`src/rtl/repack_last_if.sv`:
```
// Stream bundle for repack_last: narrow input beats in, wide packed words out.
interface repack_last_if #(
  parameter int unsigned W = 8,
  parameter int unsigned D = 4
);
  logic           s_stb;
  logic [W-1:0]   s_dat;
  logic           s_last;
  logic           s_rdy;
  logic           m_rdy;
  logic           m_stb;
  logic [W*D-1:0] m_dat;
  logic [D-1:0]   m_keep;
  logic           m_last;

  modport master (
    output s_stb, s_dat, s_last, m_rdy,
    input  s_rdy, m_stb, m_dat, m_keep, m_last
  );

  modport slave (
    input  s_stb, s_dat, s_last, m_rdy,
    output s_rdy, m_stb, m_dat, m_keep, m_last
  );
endinterface

```
`src/rtl/repack_last.sv`:
```
// Narrow-to-wide stream packer: D beats of W bits form one word, lane 0 first;
// s_last closes a group early and m_keep marks the lanes that hold real beats.
module repack_last #(
  parameter int unsigned W = 8,
  parameter int unsigned D = 4
) (
  input  logic         clk,
  input  logic         rst,
  repack_last_if.slave bus,
  output logic         busy
);
  localparam int unsigned IW = (D > 1) ? $clog2(D) : 1;
  localparam int unsigned DW = W * D;

  logic [DW-1:0] acc;
  logic [IW-1:0] idx;
  logic          m_stb_q;
  logic [DW-1:0] m_dat_q;
  logic [D-1:0]  m_keep_q;
  logic          m_last_q;

  logic          s_in;
  logic          m_out;
  logic          done;
  logic [DW-1:0] word_c;
  logic [D-1:0]  keep_c;

  assign bus.s_rdy  = ~m_stb_q | bus.m_rdy;
  assign bus.m_stb  = m_stb_q;
  assign bus.m_dat  = m_dat_q;
  assign bus.m_keep = m_keep_q;
  assign bus.m_last = m_last_q;
  assign busy       = (idx != '0);

  assign s_in  = bus.s_stb & bus.s_rdy;
  assign m_out = m_stb_q & bus.m_rdy;
  assign done  = s_in & ((idx == IW'(D - 1)) | bus.s_last);

  // Word as it would be emitted now: held lanes below idx, incoming beat at idx, zeros above.
  always_comb begin
    word_c = '0;
    keep_c = '0;
    for (int unsigned k = 0; k < D; k++) begin
      if (IW'(k) < idx) begin
        word_c[W*k +: W] = acc[W*k +: W];
        keep_c[k]        = 1'b1;
      end else if (IW'(k) == idx) begin
        word_c[W*k +: W] = bus.s_dat;
        keep_c[k]        = 1'b1;
      end
    end
  end

  always_ff @(posedge clk or negedge rst) begin
    if (!rst) begin
      acc      <= '0;
      idx      <= '0;
      m_stb_q  <= 1'b0;
      m_dat_q  <= '0;
      m_keep_q <= '0;
      m_last_q <= 1'b0;
    end else begin
      if (done) begin
        m_dat_q  <= word_c;
        m_keep_q <= keep_c;
        m_last_q <= bus.s_last;
        m_stb_q  <= 1'b1;
        acc      <= '0;
        idx      <= '0;
      end else begin
        if (m_out) m_stb_q <= 1'b0;
        if (s_in) begin
          for (int unsigned k = 0; k < D; k++) begin
            if (IW'(k) == idx) acc[W*k +: W] <= bus.s_dat;
          end
          idx <= idx + IW'(1);
        end
      end
    end
  end
endmodule

```
`src/flat_wrapper.sv`:
```
// flat-port wrapper written by rule: the top's interface ports become plain ports
module repack_last_flat 
#(
  parameter int unsigned W = 8,
  parameter int unsigned D = 4
)
  (clk, rst, busy, bus_s_stb, bus_s_dat, bus_s_last, bus_m_rdy, bus_s_rdy, bus_m_stb, bus_m_dat, bus_m_keep, bus_m_last);
  repack_last_if #(.W(W), .D(D)) bus_i ();
  input  logic clk;
  input  logic rst;
  output logic busy;
  input wire logic [$bits(bus_i.s_stb)-1:0] bus_s_stb;
  input wire logic [$bits(bus_i.s_dat)-1:0] bus_s_dat;
  input wire logic [$bits(bus_i.s_last)-1:0] bus_s_last;
  input wire logic [$bits(bus_i.m_rdy)-1:0] bus_m_rdy;
  output wire logic [$bits(bus_i.s_rdy)-1:0] bus_s_rdy;
  output wire logic [$bits(bus_i.m_stb)-1:0] bus_m_stb;
  output wire logic [$bits(bus_i.m_dat)-1:0] bus_m_dat;
  output wire logic [$bits(bus_i.m_keep)-1:0] bus_m_keep;
  output wire logic [$bits(bus_i.m_last)-1:0] bus_m_last;
  assign bus_i.s_stb = bus_s_stb;
  assign bus_i.s_dat = bus_s_dat;
  assign bus_i.s_last = bus_s_last;
  assign bus_i.m_rdy = bus_m_rdy;
  assign bus_s_rdy = bus_i.s_rdy;
  assign bus_m_stb = bus_i.m_stb;
  assign bus_m_dat = bus_i.m_dat;
  assign bus_m_keep = bus_i.m_keep;
  assign bus_m_last = bus_i.m_last;
  repack_last #(.W(W), .D(D)) u_core (.clk(clk), .rst(rst), .bus(bus_i), .busy(busy));
endmodule
```
`config.mk`:
```
export PLATFORM = sky130hd
export DESIGN_NAME = repack_last_flat
export DESIGN_NICKNAME = d
export VERILOG_FILES = /design/src/rtl/repack_last_if.sv /design/src/rtl/repack_last.sv /design/src/flat_wrapper.sv
export SDC_FILE = /design/constraint.sdc
export NUM_CORES = 1
export LEC_CHECK = 0
export CAP_MARGIN = 25
export CORE_MARGIN = 10
export CORE_UTILIZATION = 52
export CTS_CLUSTER_DIAMETER = 200
export DETAILED_ROUTE_END_ITERATION = 6
export PLACE_DENSITY_LB_ADDON = 0.2
export RECOVER_POWER = 100
export SLEW_MARGIN = 0
export SYNTH_ARGS = -nofsm -noshare
export SYNTH_HDL_FRONTEND = slang
export SYNTH_SLANG_ARGS = --single-unit
```
`constraint.sdc`:
```
create_clock -name clk -period 2.66 [get_ports clk]
set_input_delay 0.532 -clock clk [delete_from_list [all_inputs] [get_ports clk]]
set_output_delay 0.532 -clock clk [all_outputs]
set_load 0.005 [all_outputs]
```
# Word-level counts from Yosys, hierarchy flattened
# Index checks and enable logic that the tools add are counted.
[word_totals]
elab_cells = 62
out_inout_bits = 40
register_bits = 72
in_bits = 13
[classes]
bitwise = 6
addsub = 1
reduce_logical = 12
n_eq_ne = 4
mux = 26
n_lt_le_gt_ge = 4
[op_table]
columns = ["operator", "n"]
rows = [
  ["8-bit two-way mux", 12],
  ["32-bit two-way mux", 2],
  ["2-bit nonzero test", 7],
  ["1-bit two-way mux", 10],
  ["2-bit AND reduction", 4],
  ["2-bit equality test, first input constant", 2],
  ["1-bit by 2-bit less-than comparator with 1-bit output, first input constant", 2],
  ["2-bit less-than comparator, first input constant", 2],
  ["2-bit two-way mux", 2],
  ["1-bit bitwise AND", 3],
  ["2-bit by 1-bit adder with 2-bit output, second input constant", 1],
  ["1-bit by 2-bit equality test with 1-bit output, first input constant", 1],
  ["2-bit equality test, second input constant", 1],
  ["2-bit logical NOT", 1],
  ["1-bit bitwise OR", 2],
  ["1-bit inverter", 1],
]

# Depth between registers and ports, before layout
[depth]
depth_word = 6
ltp_mapped = 8
ltp_nobuf = 5

# Least setup slack after synthesis
# No wires, ideal clock.
[synth_path]
path_kind = "flip-flop to flip-flop"
from = "reg u_core.idx[1]"
to = "reg u_core.m_dat_q[6], in the netlist u_core.bus.m_dat[6]"
setup_ns = 0.125
path_buffers = 3
path_stages_with_launch = 8
arrival_time_ns = 1.941
slack_ns = 0.594
t_required_ns = 2.535
period_less_slack_ns = 2.066
cell_sequence = "dfrtp_1 > buf_2 > clkbuf_1 > inv_1 > ha_1 > clkbuf_1 > mux2_2 > mux2_4"
[synth_via]
elab_chain_cells = 3
elab_cells_between_ends = 7
classes_between = "order compare (1); eq/ne (1); mux (2); bitwise (2); reduce/logical (1)"
[synth_lines]
columns = ["element", "line_no", "rtl"]
rows = [
  ["from (decl)", "repack_last.sv:16", "logic [IW-1:0] idx;"],
  ["from (signal assigned)", "repack_last.sv:76", "idx <= idx + IW'(1);"],
  ["2-bit equality test or 2-bit logical NOT (tied branches)", "repack_last.sv:37, repack_last.sv:47", ""],
  ["1-bit bitwise OR or 8-bit two-way mux (tied branches)", "repack_last.sv:37, repack_last.sv:47", ""],
  ["1-bit bitwise AND or 8-bit two-way mux (tied branches)", "repack_last.sv:37, repack_last.sv:44", ""],
  ["to (signal assigned)", "repack_last.sv:64", "m_dat_q <= word_c;"],
  ["to (decl)", "repack_last.sv:18", "logic [DW-1:0] m_dat_q;"],
]
# Several ways; a longest one is shown, not always the timed one.
# A chain may end at the register's enable or synchronous reset.

# Worst setup path in the final report
[layout_path]
from = "in bus_m_rdy"
to = "out bus_s_rdy"
[layout_via]
elab_chain_cells = 1
[layout_lines]
columns = ["element", "line_no", "rtl"]
rows = [
  ["from (decl)", "flat_wrapper.sv:15", "input wire logic [$bits(bus_i.m_rdy)-1:0] bus_m_rdy;"],
  ["1-bit bitwise OR", "repack_last.sv:28", "assign bus.s_rdy = ~m_stb_q | bus.m_rdy;"],
  ["to (decl)", "flat_wrapper.sv:16", "output wire logic [$bits(bus_i.s_rdy)-1:0] bus_s_rdy;"],
]
# No other way between the ends.

==> results <==
worst max-delay path, stage by stage:
cell,delay [ps]
dlygate4sd3_1,530
nand2b_1,180
dlygate4sd3_1,610
per-layer routing:
layer | routed length (µm) | GRT usage, % | up-vias | share of wire (%)
met2 | 2969 | 23.63 | 44 | 45
met1 | 3079 | 20.35 | 972 | 47
met4 | 127 | 6.608 | 0 | 1.9
met5 | 0 | 0 | - | 0
met3 | 360 | 3.965 | 14 | 5.5
li1 | - | - | 922 | -
state kept, by name (all words and copies together), names as in the netlist:
| signal | flops |
|---|---|
| u_core.bus.m_dat | 32 |
| u_core.idx | 2 |
| u_core.bus.m_keep | 4 |
| u_core.bus.m_stb | 1 |
| u_core.bus.m_last | 1 |
| u_core.acc | 24 |
power by group through the flow:
stage                     clock network (µW)  logic [µW]  registers (µW)
final                                    892         788            1300
after global routing                     958         874            1320
after global placement                     0         901            1320
after CTS                                904         917            1310
after floorplan                            0         457            1310
after detailed placement                   0         909            1320
final timing paths:
| kind | depth (start not counted) | end | start | slack, ps |
|---|---|---|---|---|
| max reg2reg | 5 | u_core.bus.m_dat[17] | u_core.idx[0] | 760 |
| max in group asynchronous | 2 | u_core.idx[1] | rst | 1070 |
| min in group asynchronous | 2 | u_core.bus.m_keep[0] | rst | 670 |
| min | 1 | u_core.bus.m_keep[0] | u_core.bus.m_keep[0] | 460 |
| max | 3 | bus_s_rdy | bus_m_rdy | 280 |
| min reg2reg | 1 | u_core.bus.m_keep[0] | u_core.bus.m_keep[0] | 460 |
per-stage QoR:
stage	power, µW	instance area (µm²)
2_1_floorplan	1769	2897
3_3_place_gp	2218	3461
3_5_place_dp	2230	3461
4_1_cts	3129	3670
5_1_grt	3157	3600
6_report	2978	3600
layout by cell type (no fill, tap or decap), types with 2 or more instances in the layout:
| master | Yosys | final |
|---|---|---|
| bufinv_16 | 0 | 2 |
| dfrtp_1 | 64 | 64 |
| and4_1 | 3 | 3 |
| o21ai_0 | 17 | 17 |
| inv_1 | 6 | 6 |
| a22o_1 | 32 | 32 |
| clkbuf_8 | 0 | 9 |
| clkdlybuf4s50_1 | 0 | 10 |
| clkinvlp_4 | 0 | 2 |
| clkinv_2 | 0 | 2 |
| nand2b_1 | 2 | 2 |
| mux2i_1 | 2 | 2 |
| buf_4 | 2 | 6 |
| nand2_1 | 33 | 33 |
| mux2_1 | 0 | 17 |
| dlygate4sd3_1 | 0 | 41 |
| o211ai_2 | 3 | 3 |
| a21oi_1 | 2 | 2 |
| ha_1 | 6 | 6 |
| mux2_2 | 14 | 14 |
| nor2_1 | 3 | 3 |
kinds of logic (layout without fill, tap and decap cells):
kind of cell | count (synthesis) | in the layout
AOI/OAI and AO/OA | 57 | 57
adders and majority gates | 6 | 6
buffers and inverters | 23 | 81
and+or+nand+nor | 45 | 45
DFF | 64 | 64
muxes | 34 | 34
final cells by class:
type	instances	area share [%]
sequential	64	44.49
multi-input combinational	142	30.76
timing repair buffer	60	15.82
clock buffer	9	3.441
tap	72	2.503
clock inverter	6	2.364
inverter	6	0.6257
==> reports/qor.csv <==
metric,value,unit
totalWireLength,6536,µm
postCtsHoldBufs,0,
synth_top_cell_by_area,dfrtp_1,
fin_tns_setup,0,ps
status,"complete, but fails checks",
p_leak,0.001768,µW
layout.cells.non_filler,359,
clockBufferDepth,2,
layout_min_cycle_time,2382,ps
hold_path.class,reg -> reg,
grt_first_pass_wirelength,10720,µm
die_area,8956,µm²
synth-compound-area-share,15.16,%
synth-adder-area-share,2.592,%
ys_top_cells_by_area,"dfrtp_1 55%, a22o_1 9.7%, mux2_4 9.3%",
worst_slew_pin_slew,1548,ps
dp_cells,344,
cts_tree,built,
ys_ff_latch,64,
rsz0062_at_grt,false,
synth_top_family_by_area,multiplexers,
synth_edf_count,0,
nets,302,
grt_antenna_before_repair,0,
drc,0,
p_switching,830.9,µW
pre_cts_ws,407.0,ps
post_cts_buffers,0,
numCtsBuffers,9,
whs,458.9,ps
ys_types,26,
insertion_delay,330,ps
ir_drop,0.0004289,V
syn-num-nets,248,
drtPass1Iterations,4,
ys_seq_area_share,55.29,%
combPwrFrac,26.5,%
p_int,2147,µW
p_per_area,827.3,nW/µm²
drive_gt1_share,14.98,%
antenna_left,0,
coreArea,5439,µm²
synth-main-ff-cell,dfrtp_1,
yosys_warnings,0,
skew,7.490,ps
cp.required,2130,ps
hold_violations,0,
cts-root-buf,clkbuf_8,
io_buffers,52,
top_level_ports,53,
p_seq_share,43.6,%
cp-end-kind,output port,
grt_pass1_vias,2066,
fmaxAchievable,419.8,MHz
hpwl,4331,µm
synth_async_sr_flop_share,100.0,%
cap_viol_max_count,1,
die_y,94.64,µm
netlist_area,2897,µm²
synthCells,229,
p_clk_share,29.9,%
vias_per_cell,5.437,
multi_input_area,1107,µm²
htree_levels,3,
fin_ws,278.0,ps
drt_iter0_markers,95,
regArea,1602,µm²
synth-xor-area-share,0,%
via_count,1952,
die_w,94.64,µm
utilization,66.18,%
grt.overflow.total,0,
num_antenna_cells,0,
critPathMaxFanout,2,
grt_max_degree,65,
num-fill-cells,434,
yosys.area_share.simple,7.214,%
area_growth,24.28,%
grt_util_all_layers,15.45,%
drv_slew,65,
violations,"max-capacitance violations, max-slew violations",
startpoint_type,input port,
cts_resized,0,
initial_core_util,53.26,%
worstPathArrival,1850,ps
finalSetupViolCount,0,
synth_top_area_share,55.29,%
min_period_over_period,89.55,%
wl_per_cell,18.21,µm
power.share.switching,27.90,%
place.gp.congestion,0.8726,
ys_top_cells_by_count,"64 x dfrtp_1, 33 x nand2_1, 32 x a22o_1",
cts.sinks,64,
syn_area_per_cell,12.65,µm²
rows,27,
relSlewSlack,-3.176,%
synth.most_common_cell,dfrtp_1,
critical_path_class,in -> out,
clkTransAtPathRegs,60,ps
synth_mux_area_share,15.46,%
Note: power is estimated with default switching activity, not from simulation.
